### config.mk
export PLATFORM = sky130hd
export DESIGN_NAME = mem_arbiter
export DESIGN_NICKNAME = d
export VERILOG_FILES = /design/src/rtl/mem_arbiter.sv
export SDC_FILE = /design/constraint.sdc
export NUM_CORES = 1
export LEC_CHECK = 0
export BUFFER_PORTS_ARGS = -buffer_cell sky130_fd_sc_hd__buf_2
export CORE_ASPECT_RATIO = 0.5
export CORE_UTILIZATION = 45
export CTS_CLUSTER_SIZE = 25
export DETAILED_ROUTE_END_ITERATION = 7
export GPL_ROUTABILITY_DRIVEN = 1
export PLACE_DENSITY_LB_ADDON = 0.3
export SLEW_MARGIN = 0
export SYNTH_ARGS = -nofsm -noshare
export SYNTH_HDL_FRONTEND = slang
export SYNTH_SLANG_ARGS = --single-unit
export TNS_END_PERCENT = 1
### constraint.sdc
create_clock -name i_clk -period 2.2 [get_ports i_clk]
set_clock_uncertainty 0.15 [all_clocks]
set_input_delay 0.33 -clock i_clk [delete_from_list [all_inputs] [get_ports i_clk]]
set_output_delay 0.33 -clock i_clk [all_outputs]
set_load 0.005 [all_outputs]
### src/rtl/mem_arbiter.sv
// Arbitrates instruction fetches and data loads/stores onto one memory port, with an ack timeout.
// Optional macro MEM_ARBITER_RR_EN: round-robin between data and fetch instead of fixed data priority.
module mem_arbiter #(
    parameter int XLEN     = 32,
    parameter int MAX_WAIT = 255
) (
    input  logic            i_clk,
    input  logic            i_rst,
    input  logic            i_ifReq,
    input  logic [XLEN-1:0] i_ifAddr,
    output logic            o_ifValid,
    output logic [XLEN-1:0] o_instr,
    input  logic            i_loadReq,
    input  logic            i_storeReq,
    input  logic [XLEN-1:0] i_dataAddr,
    input  logic [XLEN-1:0] i_dataOut,
    output logic            o_memValid,
    output logic [XLEN-1:0] o_dataIn,
    output logic            o_memReq,
    output logic            o_memWe,
    output logic [XLEN-1:0] o_memAddr,
    output logic [XLEN-1:0] o_memWdata,
    input  logic            i_memAck,
    input  logic [XLEN-1:0] i_memRdata,
    output logic            o_busErr,
    output logic [1:0]      dbg_state
);
    typedef enum logic [1:0] {IDLE = 2'd0, FETCH = 2'd1, DATA = 2'd2} state_t;

    // The counter holds the number of unacked request cycles already elapsed,
    // so the abort fires in the cycle that would bring it to MAX_WAIT.
    localparam logic [15:0] WAIT_LAST = 16'(MAX_WAIT - 1);

    state_t          state, state_n;
    logic [15:0]     wait_cnt, wait_n;
    logic            req_n, we_n, if_valid_n, mem_valid_n, bus_err_n;
    logic [XLEN-1:0] addr_n, wdata_n, instr_n, data_in_n;
    logic            data_pend, fetch_pend, pick_data;

    assign data_pend  = i_loadReq | i_storeReq;
    assign fetch_pend = i_ifReq;
    assign dbg_state  = state;

`ifdef MEM_ARBITER_RR_EN
    logic last_data, last_data_n;

    // On a tie, serve whichever side did not win last time.
    assign pick_data = data_pend & (~fetch_pend | ~last_data);

    always_comb begin
        last_data_n = last_data;
        if (state == IDLE && (data_pend || fetch_pend)) last_data_n = pick_data;
    end

    always_ff @(posedge i_clk) begin
        if (i_rst) last_data <= 1'b0;
        else       last_data <= last_data_n;
    end
`else
    assign pick_data = data_pend;
`endif

    always_comb begin
        state_n     = state;
        req_n       = o_memReq;
        we_n        = o_memWe;
        addr_n      = o_memAddr;
        wdata_n     = o_memWdata;
        if_valid_n  = 1'b0;
        mem_valid_n = 1'b0;
        instr_n     = o_instr;
        data_in_n   = o_dataIn;
        bus_err_n   = o_busErr;
        wait_n      = wait_cnt;
        case (state)
            IDLE: begin
                if (data_pend || fetch_pend) begin
                    req_n  = 1'b1;
                    wait_n = '0;
                    if (pick_data) begin
                        state_n = DATA;
                        we_n    = i_storeReq;
                        addr_n  = i_dataAddr;
                        wdata_n = i_storeReq ? i_dataOut : '0;
                    end else begin
                        state_n = FETCH;
                        we_n    = 1'b0;
                        addr_n  = i_ifAddr;
                        wdata_n = '0;
                    end
                end
            end
            FETCH, DATA: begin
                if (i_memAck) begin
                    state_n = IDLE;
                    req_n   = 1'b0;
                    we_n    = 1'b0;
                    wdata_n = '0;
                    if (state == FETCH) begin
                        if_valid_n = 1'b1;
                        instr_n    = i_memRdata;
                    end else begin
                        mem_valid_n = 1'b1;
                        data_in_n   = o_memWe ? '0 : i_memRdata;
                    end
                end else if (wait_cnt == WAIT_LAST) begin
                    // Abort: complete the requester with zero data and flag the bus.
                    state_n   = IDLE;
                    req_n     = 1'b0;
                    we_n      = 1'b0;
                    wdata_n   = '0;
                    bus_err_n = 1'b1;
                    wait_n    = wait_cnt + 16'd1;
                    if (state == FETCH) begin
                        if_valid_n = 1'b1;
                        instr_n    = '0;
                    end else begin
                        mem_valid_n = 1'b1;
                        data_in_n   = '0;
                    end
                end else begin
                    wait_n = wait_cnt + 16'd1;
                end
            end
            default: state_n = IDLE;
        endcase
    end

    always_ff @(posedge i_clk) begin
        if (i_rst) begin
            state      <= IDLE;
            o_memReq   <= 1'b0;
            o_memWe    <= 1'b0;
            o_memAddr  <= '0;
            o_memWdata <= '0;
            o_ifValid  <= 1'b0;
            o_memValid <= 1'b0;
            o_instr    <= '0;
            o_dataIn   <= '0;
            o_busErr   <= 1'b0;
            wait_cnt   <= '0;
        end else begin
            state      <= state_n;
            o_memReq   <= req_n;
            o_memWe    <= we_n;
            o_memAddr  <= addr_n;
            o_memWdata <= wdata_n;
            o_ifValid  <= if_valid_n;
            o_memValid <= mem_valid_n;
            o_instr    <= instr_n;
            o_dataIn   <= data_in_n;
            o_busErr   <= bus_err_n;
            wait_cnt   <= wait_n;
        end
    end
endmodule

# After elaboration in Yosys (flattened, before gate mapping)
# Index checks and enable logic that the tools add are counted.
# totals
ff_bits	151
output_inout_bits	135
wordCells	72
# classes
add_sub_neg	1
eq_ne	6
muxes	37
bitwise	4
reduce_logical	13
# ops
op	count
32-bit two-way mux	15
32-bit one-hot mux with 2 select lines	1
16-bit two-way mux	2
16-bit one-hot mux with 2 select lines	1
16-bit by 1-bit adder with 16-bit output (second input constant)	1
16-bit by 8-bit == test with 1-bit output (second input constant)	1
3-bit AND reduction	5
1-bit two-way mux	11
2-bit two-way mux	4
2-bit inequality test (second input constant)	2
1-bit one-hot mux with 2 select lines	2
2-bit one-hot mux with 2 select lines	1
2-bit AND reduction	2
2-bit nonzero test	2
2-bit OR reduction	2
3-bit inequality test (second input constant)	1
1-bit NOT	3
2-bit by 1-bit == test with 1-bit output (second input constant)	1
2-bit == test (second input constant)	1
2-bit zero test	1
1-bit logical OR	1
1-bit bitwise OR	1

# Depth between registers and ports, before layout
# Gate-level depths: netlist (run 1).
# depth
word_depth	4
depth_mapped	8
depth_no_buf	6

# Worst setup path after synthesis (run 1)
# Ideal clock, no wire load.
# synth_path
path_kind	flip-flop to flip-flop
start	register state[0] (netlist: dbg_state[0])
end	register wait_cnt[13]
setup_time_ps	70
arrival_ps	1829
t_required_ps	1980
slack_ps	152
stages_incl_launch_ff	9
path_buffers	2
path_cell_list	dfxtp_1 inv_1 ha_1 or2_2 clkbuf_4 nand4_4 buf_6 or4_1 a21oi_1
# synth_via
elab_chain_cells	4
# synth_lines
item	line_no	rtl
from (decl)	34	state_t state, state_n;
from (signal assigned)	143	state <= state_n;
2-bit by 1-bit == test with 1-bit output or 2-bit == test (tied branches)	75	case (state)
2-bit OR reduction	75	
2-bit inequality test (no line) or 2-bit nonzero test (tied branches)	--	
3-bit AND reduction (no line)	--	
to (signal assigned)	153	wait_cnt <= wait_n;
to (decl)	35	logic [15:0] wait_cnt, wait_n;
# Parallel ways exist; a longest one is shown, timed or not.
# A chain may end at the register's enable or synchronous reset.

# Final worst setup path (run 1)
# layout_path
start	register state[1] (netlist: dbg_state[1])
end	register wait_cnt[15]
# Same word-level chain as after synthesis.

==> results of run 1 <==
registers in the layout, indices dropped and copies added, names as in the netlist, 2 cells and up:
name and flops:
wait_cnt 16, o_dataIn 32, o_instr 32, o_memAddr 32, o_memWdata 32, dbg_state 2
where the power goes:
part	total [uW]	switching, uW	internal [uW]	leakage (uW)
combinational	2210	1270	940	0.00215
clock	3020	1180	1830	0.000296
sequential	3140	131	3010	0.00123
total	8370	2580	5780	0.00367
repair_timing:
item                                    CTS  global route
hold buffers                              3             0
buffers inserted                          0             0
endpoints found under the setup margin    0           102
resized for setup                         0             3
endpoints found under the hold margin     4             0
layout by cell type, fill, tap and decap left out, drive strengths merged, types with 13 or more instances in the layout:
cell type  count
dfxtp        151
a221oi        32
buf          288
a21oi        109
nand2        102
nor3          38
nor2          41
inv           13
o21ai        102
clkbuf        19
a311oi        32
critical path: cells and delay by family (launching register included):
kind / cells / cell delay [ps]
buf+inv: 1 / 90
fa+ha+maj: 1 / 300
compound gates: 1 / 140
simple gates: 3 / 990
flops: 1 / 340
metal layers:
metal,global-route usage,vias to the layer above
met4,0.0640,0
met2,0.407,214
met1,0.286,3028
li1,-,3227
met5,0,-
met3,0.0558,13
through the flow:
stage | area (sq um) | hold slack, ps | std cells | worst slack (ps) | power, uW
after floorplan | 6710 | 292 | 759 | 152 | 4740
after global placement | 8170 | 281 | 1168 | 101 | 5330
after global routing | 8830 | 5.58 | 1203 | 22.8 | 8800
after detailed placement | 8170 | 301 | 1168 | 37.1 | 5390
final | 8830 | 19.8 | 1204 | 132 | 8370
after CTS | 8810 | 0.0412 | 1202 | 31.2 | 8430
cell type report:
class                      count  area, sq um  area share
clock buffer                  19          443      0.0501
sequential                   151         3020       0.342
multi-input combinational    522         3290       0.373
clock inverter                12          166      0.0188
tap                          198          248      0.0280
timing repair buffer         291         1620       0.184
inverter                       9         33.8     0.00382
antenna                        2         5.00    0.000567
cells by family (layout without fill, tap and decap cells):
group | count (synthesis) | count (layout) | synth area share
DFF | 151 | 151 | 0.450
and+or+nand+nor | 228 | 228 | 0.187
other | 0 | 2 | 0
xor gates and xnor gates | 3 | 3 | 0.00391
buffers and inverters | 86 | 331 | 0.0684
AOI/OAI and AO/OA | 287 | 287 | 0.283
adders and majority gates | 4 | 4 | 0.00745
final timing paths:
kind,start,endpoint,slack [ps],cells after the start
setup reg to reg,dbg_state[1],wait_cnt[15],130,6
hold / removal,i_memRdata[30],o_dataIn[30],20,3
hold reg to reg,o_busErr,o_busErr,310,2
setup / recovery,dbg_state[1],wait_cnt[15],130,6
==> report_table.html, run 1 <==
<table>
<tr><th>Metric</th><th>Value</th></tr>
<tr><th colspan="2">Run status</th></tr>
<tr><td>Result of the run</td><td>finished, final reports clean</td></tr>
<tr><th colspan="2">Clock tree</th></tr>
<tr><td>Buffer type at the clock tree root</td><td>clkbuf_16</td></tr>
<tr><td>Number of sinks on the clock net</td><td>151</td></tr>
<tr><td>CTS tree</td><td>built</td></tr>
<tr><td>H-tree depth reported by CTS</td><td>4</td></tr>
<tr><td>Clock insertion delay at the later pin of the skew report</td><td>410 ps</td></tr>
<tr><td>Clock-pin slew of the registers on the worst-case setup and hold paths</td><td>70 ps</td></tr>
<tr><td>Buffer levels on the longest clock path</td><td>2</td></tr>
<tr><td>Inserted Clock Buffers</td><td>17</td></tr>
<tr><th colspan="2">Routing</th></tr>
<tr><td>Routed wl met2</td><td>8970 um</td></tr>
<tr><td>Initial detailed-routing violation count</td><td>455</td></tr>
<tr><td>Mean routed wirelength per cell</td><td>15.3 um</td></tr>
<tr><td>Routed metal-1 wirelength</td><td>8050 um</td></tr>
<tr><td>Residual DRC</td><td>0</td></tr>
<tr><td>Via-per-instance ratio</td><td>5.38</td></tr>
<tr><td>Number of iterations in the first detailed-routing pass</td><td>5</td></tr>
<tr><td>Antenna Nets Post-Route</td><td>0</td></tr>
<tr><td>Detailed-route via count</td><td>6482</td></tr>
<tr><td>DRT Wirelength</td><td>18400 um</td></tr>
<tr><td>Wire length on met3</td><td>1240 um</td></tr>
<tr><td>Top Metal Used</td><td>met4</td></tr>
<tr><th colspan="2">GRT</th></tr>
<tr><td>GRT Total Usage</td><td>0.231</td></tr>
<tr><td>Pin count of the biggest net entering global routing</td><td>65</td></tr>
<tr><td>Overflow left after global routing</td><td>0</td></tr>
<tr><td>Number of antenna violations at the first check in global routing</td><td>3</td></tr>
<tr><td>Vias in the first global route</td><td>5908</td></tr>
<tr><td>Global-route wire length before repair</td><td>29000 um</td></tr>
<tr><th colspan="2">STA</th></tr>
<tr><td>Hold violation total from the final report</td><td>0</td></tr>
<tr><td>Slew headroom</td><td>0.589</td></tr>
<tr><td>Setup TNS</td><td>0 ps</td></tr>
<tr><td>Post-route minimum period</td><td>2070 ps</td></tr>
<tr><td>Setup violators final</td><td>0</td></tr>
<tr><td>Number of max-slew violations in the final report</td><td>0</td></tr>
<tr><td>RSZ-0062 raised after global routing</td><td>no</td></tr>
<tr><td>Fmax</td><td>484 MHz</td></tr>
<tr><td>Crit share post-route</td><td>0.940</td></tr>
<tr><td>Worst Max-Slew Pin Slew</td><td>616 ps</td></tr>
<tr><th colspan="2">Die</th></tr>
<tr><td>Die height</td><td>88.4 um</td></tr>
<tr><td>DIE AREA</td><td>15400 sq um</td></tr>
<tr><td>Num rows</td><td>31</td></tr>
<tr><td>Floorplan Core Area</td><td>14500 sq um</td></tr>
<tr><td>Die width</td><td>175 um</td></tr>
<tr><td>Initial core utilization</td><td>0.463</td></tr>
<tr><td>Number of top-level pins</td><td>269</td></tr>
<tr><th colspan="2">Finish</th></tr>
<tr><td>Total number of nets in the final design</td><td>1130</td></tr>
<tr><td>Layout filler cell count</td><td>1326</td></tr>
<tr><td>Signed area change from the synthesized netlist to the final layout</td><td>31.6%</td></tr>
<tr><td>Proportion of layout cells with a drive suffix above 1</td><td>0.394</td></tr>
<tr><td>Core occupancy in the finished layout</td><td>0.609</td></tr>
<tr><th colspan="2">Power and ir drop</th></tr>
<tr><td>LEAKAGE</td><td>0.00367 uW</td></tr>
<tr><td>Maximum ir drop on the vdd rail</td><td>568 uV</td></tr>
<tr><td>Cell area power density</td><td>947 nW/um^2</td></tr>
<tr><th colspan="2">Logic synthesis</th></tr>
<tr><td>Asr flop ratio synth</td><td>0</td></tr>
<tr><td>Synthesized netlist net count</td><td>897</td></tr>
<tr><td>Sequential-to-total area share from yosys stat</td><td>0.450</td></tr>
<tr><td>Mean area per synthesized cell</td><td>8.85 sq um</td></tr>
<tr><td>Cell types with the largest area share after synthesis</td><td>dfxtp_1 (45%), a21oi_1 (8.1%), o21ai_0 (7.1%), a221oi_2 (6.7%), nand2_1 (5.6%)</td></tr>
<tr><td>Number of enable-type register cells in the synthesized netlist</td><td>0</td></tr>
<tr><td>Register bit total from synthesis</td><td>151</td></tr>
<tr><td>Count of cell types in the netlist</td><td>49</td></tr>
<tr><td>Leading cell types by count after synthesis</td><td>dfxtp_1 (151), a21oi_1 (109), nand2_1 (100)</td></tr>
<tr><td>Share of the synthesized area in the top cell type</td><td>0.450</td></tr>
<tr><td>Most common cell in the synthesized netlist</td><td>dfxtp_1</td></tr>
<tr><td>Most common flop cell mapped by yosys</td><td>dfxtp_1</td></tr>
<tr><td>Largest area contributor in the synthesized netlist</td><td>dfxtp_1</td></tr>
<tr><td>Number of warnings reported in the yosys synthesis log</td><td>0</td></tr>
<tr><td>Area of the mapped netlist</td><td>6710 sq um</td></tr>
<tr><td>Gate count after technology mapping</td><td>759</td></tr>
<tr><th colspan="2">Setup path</th></tr>
<tr><td>Data arrival time of the critical path</td><td>2260 ps</td></tr>
<tr><td>Slowest cell on crit path</td><td>or4_1</td></tr>
<tr><td>Crit path kind</td><td>reg2reg</td></tr>
<tr><td>CP required</td><td>2390 ps</td></tr>
<tr><td>Startpoint class of the critical path</td><td>flip-flop</td></tr>
<tr><td>Crit path largest cell delay</td><td>510 ps</td></tr>
<tr><td>Largest driver fanout on the critical path</td><td>12</td></tr>
<tr><td>Series of cell instances along the critical path</td><td>inv_1, ha_4, or2_2, nand4_4, or4_1, a21oi_1</td></tr>
<tr><td>Critical Path Sink Type</td><td>flip-flop</td></tr>
<tr><th colspan="2">Placed design</th></tr>
<tr><td>PortBufs</td><td>268</td></tr>
<tr><td>Hpwl dp</td><td>12200 um</td></tr>
<tr><td>Final weighted congestion of routability-driven global placement</td><td>0.809</td></tr>
<tr><th colspan="2">Job</th></tr>
<tr><td>Max-cap violation count</td><td>0</td></tr>
<tr><th colspan="2">Min path</th></tr>
<tr><td>Class of the tightest hold or removal check</td><td>in2reg</td></tr>
</table>
No activity file was read; power rests on OpenSTA's default activity.
==> run 2: changes to the inputs <==
- CORE_UTILIZATION: 45 -> 30
- SLEW_MARGIN: 0 -> 30
==> run 2 against run 1 <==
- maximum frequency is 1.9% lower
- clock-buffer cell count unchanged
- core utilization shrank 17 points
- first-iteration DRC count fell by 17%
- register-to-register slack worse by 40 ps
- sequential power is essentially flat
- largest power group unchanged
- total power is 1.9% higher
- worst setup slack worse by 39 ps
- global-route usage fell by 5.0 points
- non-clock buffer count increased by 73
==> report_table.html, run 2 (synthesis results as in run 1) <==
<table>
<tr><th>Metric</th><th>Value</th></tr>
<tr><th colspan="2">Routing</th></tr>
<tr><td>Mean routed wirelength per cell</td><td>15.4 um (+0.76%)</td></tr>
<tr><td>Initial detailed-routing violation count</td><td>378 (-17%)</td></tr>
<tr><td>DRT Wirelength</td><td>21300 um (+15%)</td></tr>
<tr><td>Number of iterations in the first detailed-routing pass</td><td>5 (unchanged)</td></tr>
<tr><td>Via-per-instance ratio</td><td>4.97 (-7.7%)</td></tr>
<tr><td>Detailed-route via count</td><td>6858 (+5.8%)</td></tr>
<tr><td>Residual DRC</td><td>0 (unchanged)</td></tr>
<tr><td>Antenna Nets Post-Route</td><td>0 (unchanged)</td></tr>
<tr><th colspan="2">Power and ir drop</th></tr>
<tr><td>Overall power</td><td>8530 uW (+1.9%)</td></tr>
<tr><td>LEAKAGE</td><td>0.00399 uW (+8.7%)</td></tr>
<tr><td>Cell area power density</td><td>881 nW/um^2 (-7.0%)</td></tr>
<tr><td>Maximum ir drop on the vdd rail</td><td>390 uV (-31%)</td></tr>
<tr><th colspan="2">Clock tree</th></tr>
<tr><td>CTS tree</td><td>built</td></tr>
<tr><td>Number of sinks on the clock net</td><td>151 (unchanged)</td></tr>
<tr><td>Post-CTS Setup Repair Bufs</td><td>0 (unchanged)</td></tr>
<tr><td>Clock-pin slew of the registers on the worst-case setup and hold paths</td><td>60 ps (about the same)</td></tr>
<tr><td>Inserted Clock Buffers</td><td>17 (unchanged)</td></tr>
<tr><td>Clock insertion delay at the later pin of the skew report</td><td>430 ps (+20 ps)</td></tr>
<tr><td>H-tree depth reported by CTS</td><td>4 (unchanged)</td></tr>
<tr><td>Buffer levels on the longest clock path</td><td>2 (unchanged)</td></tr>
<tr><td>Buffer type at the clock tree root</td><td>clkbuf_16</td></tr>
<tr><th colspan="2">Setup path</th></tr>
<tr><td>Slowest cell on crit path</td><td>dfxtp_1</td></tr>
<tr><td>Critical Path Sink Type</td><td>flip-flop</td></tr>
<tr><td>Crit path largest cell delay</td><td>340 ps (-170 ps)</td></tr>
<tr><td>Launching element of the worst setup path</td><td>wait_cnt[0]</td></tr>
<tr><td>CP required</td><td>2340 ps (-50 ps)</td></tr>
<tr><td>Crit path kind</td><td>reg2reg</td></tr>
<tr><td>Reg-to-reg critical path startpoint</td><td>wait_cnt[0]</td></tr>
<tr><td>Startpoint class of the critical path</td><td>flip-flop</td></tr>
<tr><td>Largest driver fanout on the critical path</td><td>22 (+10)</td></tr>
<tr><td>Buffers and inverters on the worst path</td><td>2 (+1)</td></tr>
<tr><td>Series of cell instances along the critical path</td><td>inv_1, ha_1, and4b_1, nand4_1, buf_12, a221oi_1, nor3_1</td></tr>
<tr><td>Gate family responsible for the most delay along the worst path</td><td>simple AND/OR/NAND/NOR gates</td></tr>
<tr><td>Data arrival time of the critical path</td><td>2250 ps (about the same)</td></tr>
<tr><td>Slack of the worst reg-to-reg path</td><td>90 ps (-40 ps)</td></tr>
<tr><th colspan="2">Finish</th></tr>
<tr><td>Proportion of layout cells with a drive suffix above 1</td><td>0.379 (-0.0150)</td></tr>
<tr><td>Total number of nets in the final design</td><td>1203 (+6.5%)</td></tr>
<tr><td>Signed area change from the synthesized netlist to the final layout</td><td>44.2%</td></tr>
<tr><td>Most used cells in the layout excluding fill and tap cells</td><td>buf_2 (267), dfxtp_1 (151), a21oi_1 (109)</td></tr>
<tr><td>Most common library cell in the layout ignoring fill and taps</td><td>buf_2</td></tr>
<tr><th colspan="2">STA</th></tr>
<tr><td>Hold violation total from the final report</td><td>0 (unchanged)</td></tr>
<tr><td>Post-route minimum period</td><td>2110 ps (+39.3 ps)</td></tr>
<tr><td>Slew headroom</td><td>0.575 (-0.0141)</td></tr>
<tr><td>Fmax</td><td>475 MHz (-1.9%)</td></tr>
<tr><td>Worst Max-Slew Pin Slew</td><td>637 ps (+21.1 ps)</td></tr>
<tr><td>Setup violators final</td><td>0 (unchanged)</td></tr>
<tr><td>Crit share post-route</td><td>0.958 (+0.0179)</td></tr>
<tr><td>Number of max-slew violations in the final report</td><td>0 (unchanged)</td></tr>
<tr><td>Final worst slack</td><td>92.9 ps (-39.3 ps)</td></tr>
<tr><th colspan="2">Die</th></tr>
<tr><td>Die height</td><td>108 um (+22%)</td></tr>
<tr><td>Initial core utilization</td><td>0.308 (-0.155)</td></tr>
<tr><td>Die width</td><td>214 um (+22%)</td></tr>
<tr><td>Num rows</td><td>38 (+23%)</td></tr>
<tr><td>DIE AREA</td><td>23000 sq um (+49%)</td></tr>
<tr><td>Number of top-level pins</td><td>269 (unchanged)</td></tr>
<tr><td>Floorplan Core Area</td><td>21800 sq um (+50%)</td></tr>
<tr><th colspan="2">Placed design</th></tr>
<tr><td>PortBufs</td><td>268 (unchanged)</td></tr>
<tr><td>Hpwl dp</td><td>13700 um (+12%)</td></tr>
<tr><td>Post-Place Setup Slack</td><td>54.2 ps (+17.1 ps)</td></tr>
<tr><td>Final weighted congestion of routability-driven global placement</td><td>0.781 (-3.4%)</td></tr>
<tr><th colspan="2">GRT</th></tr>
<tr><td>Overflow left after global routing</td><td>0 (unchanged)</td></tr>
<tr><td>Vias in the first global route</td><td>6595 (+12%)</td></tr>
<tr><td>Number of antenna violations at the first check in global routing</td><td>2 (-1)</td></tr>
<tr><td>Global-route wire length before repair</td><td>32800 um (+13%)</td></tr>
<tr><td>GRT Total Usage</td><td>0.181 (-0.0497)</td></tr>
<tr><td>Pin count of the biggest net entering global routing</td><td>65 (unchanged)</td></tr>
<tr><th colspan="2">Run status</th></tr>
<tr><td>Result of the run</td><td>finished, final reports clean</td></tr>
<tr><th colspan="2">Min path</th></tr>
<tr><td>Class of the tightest hold or removal check</td><td>in2reg</td></tr>
<tr><td>Start point of the worst hold path</td><td>i_dataAddr[0]</td></tr>
<tr><th colspan="2">Job</th></tr>
<tr><td>Max-cap violation count</td><td>0 (unchanged)</td></tr>
</table>
-- run 2: path summary, 6_finish.rpt --
kind                    end  cells after the start
max          o_memWdata[31]                      7
min            o_memAddr[0]                      3
max reg2reg  o_memWdata[31]                      7
min reg2reg        o_busErr                      2
-- run 2: cell type report --
type	instances	area, sq um
multi-input cells	522	3290
diodes	2	5.00
inverters	9	33.8
repair buffers	364	2360
flip-flops and latches	151	3020
clock inverters	13	148
well taps	300	375
fillers	2099	12100
clock buffers	19	443
-- run 2: layer usage --
layer / vias to the layer above / routed length [um] / global-route usage
met5: - / 0 / 0
met4: 0 / 173 / 0.0638
met3: 17 / 1010 / 0.0560
met2: 181 / 11000 / 0.316
met1: 3283 / 9070 / 0.209
li1: 3377 / - / -
-- run 2: report_power, final --
part	switching [uW]	internal [uW]
Sequential	136	3010
Combinational	1350	1100
Clock	1220	1720
Total	2700	5820
-- run 2: worst register-to-register path, cell delays in order, from the launching register on --
cell and delay [ps]:
dfxtp_1 340, inv_1 90, ha_1 160, and4b_1 260, nand4_1 240, buf_12 260
a221oi_1 360, nor3_1 120
-- run 2: metrics by stage --
stage | std cells | TNS [ps] | hold slack [ps] | util | instance area [sq um]
after floorplan | 759 | 0 | 292 | - | 6710
after global placement | 1281 | 0 | 281 | 0.385 | 8390
after detailed placement | 1281 | 0 | 285 | 0.385 | 8390
after CTS | 1377 | 0 | 2.11 | 0.441 | 9630
after global routing | 1380 | -6.53 | 9.93 | 0.444 | 9680
final | 1380 | 0 | 26.9 | 0.444 | 9680
-- run 2: timing repair --
item,in CTS,in global routing
endpoints found under the hold margin,94,0
endpoints found under the setup margin,1,69
hold buffers,64,0
pin swaps,0,1
gates cloned,0,1
gates resized for setup,1,9
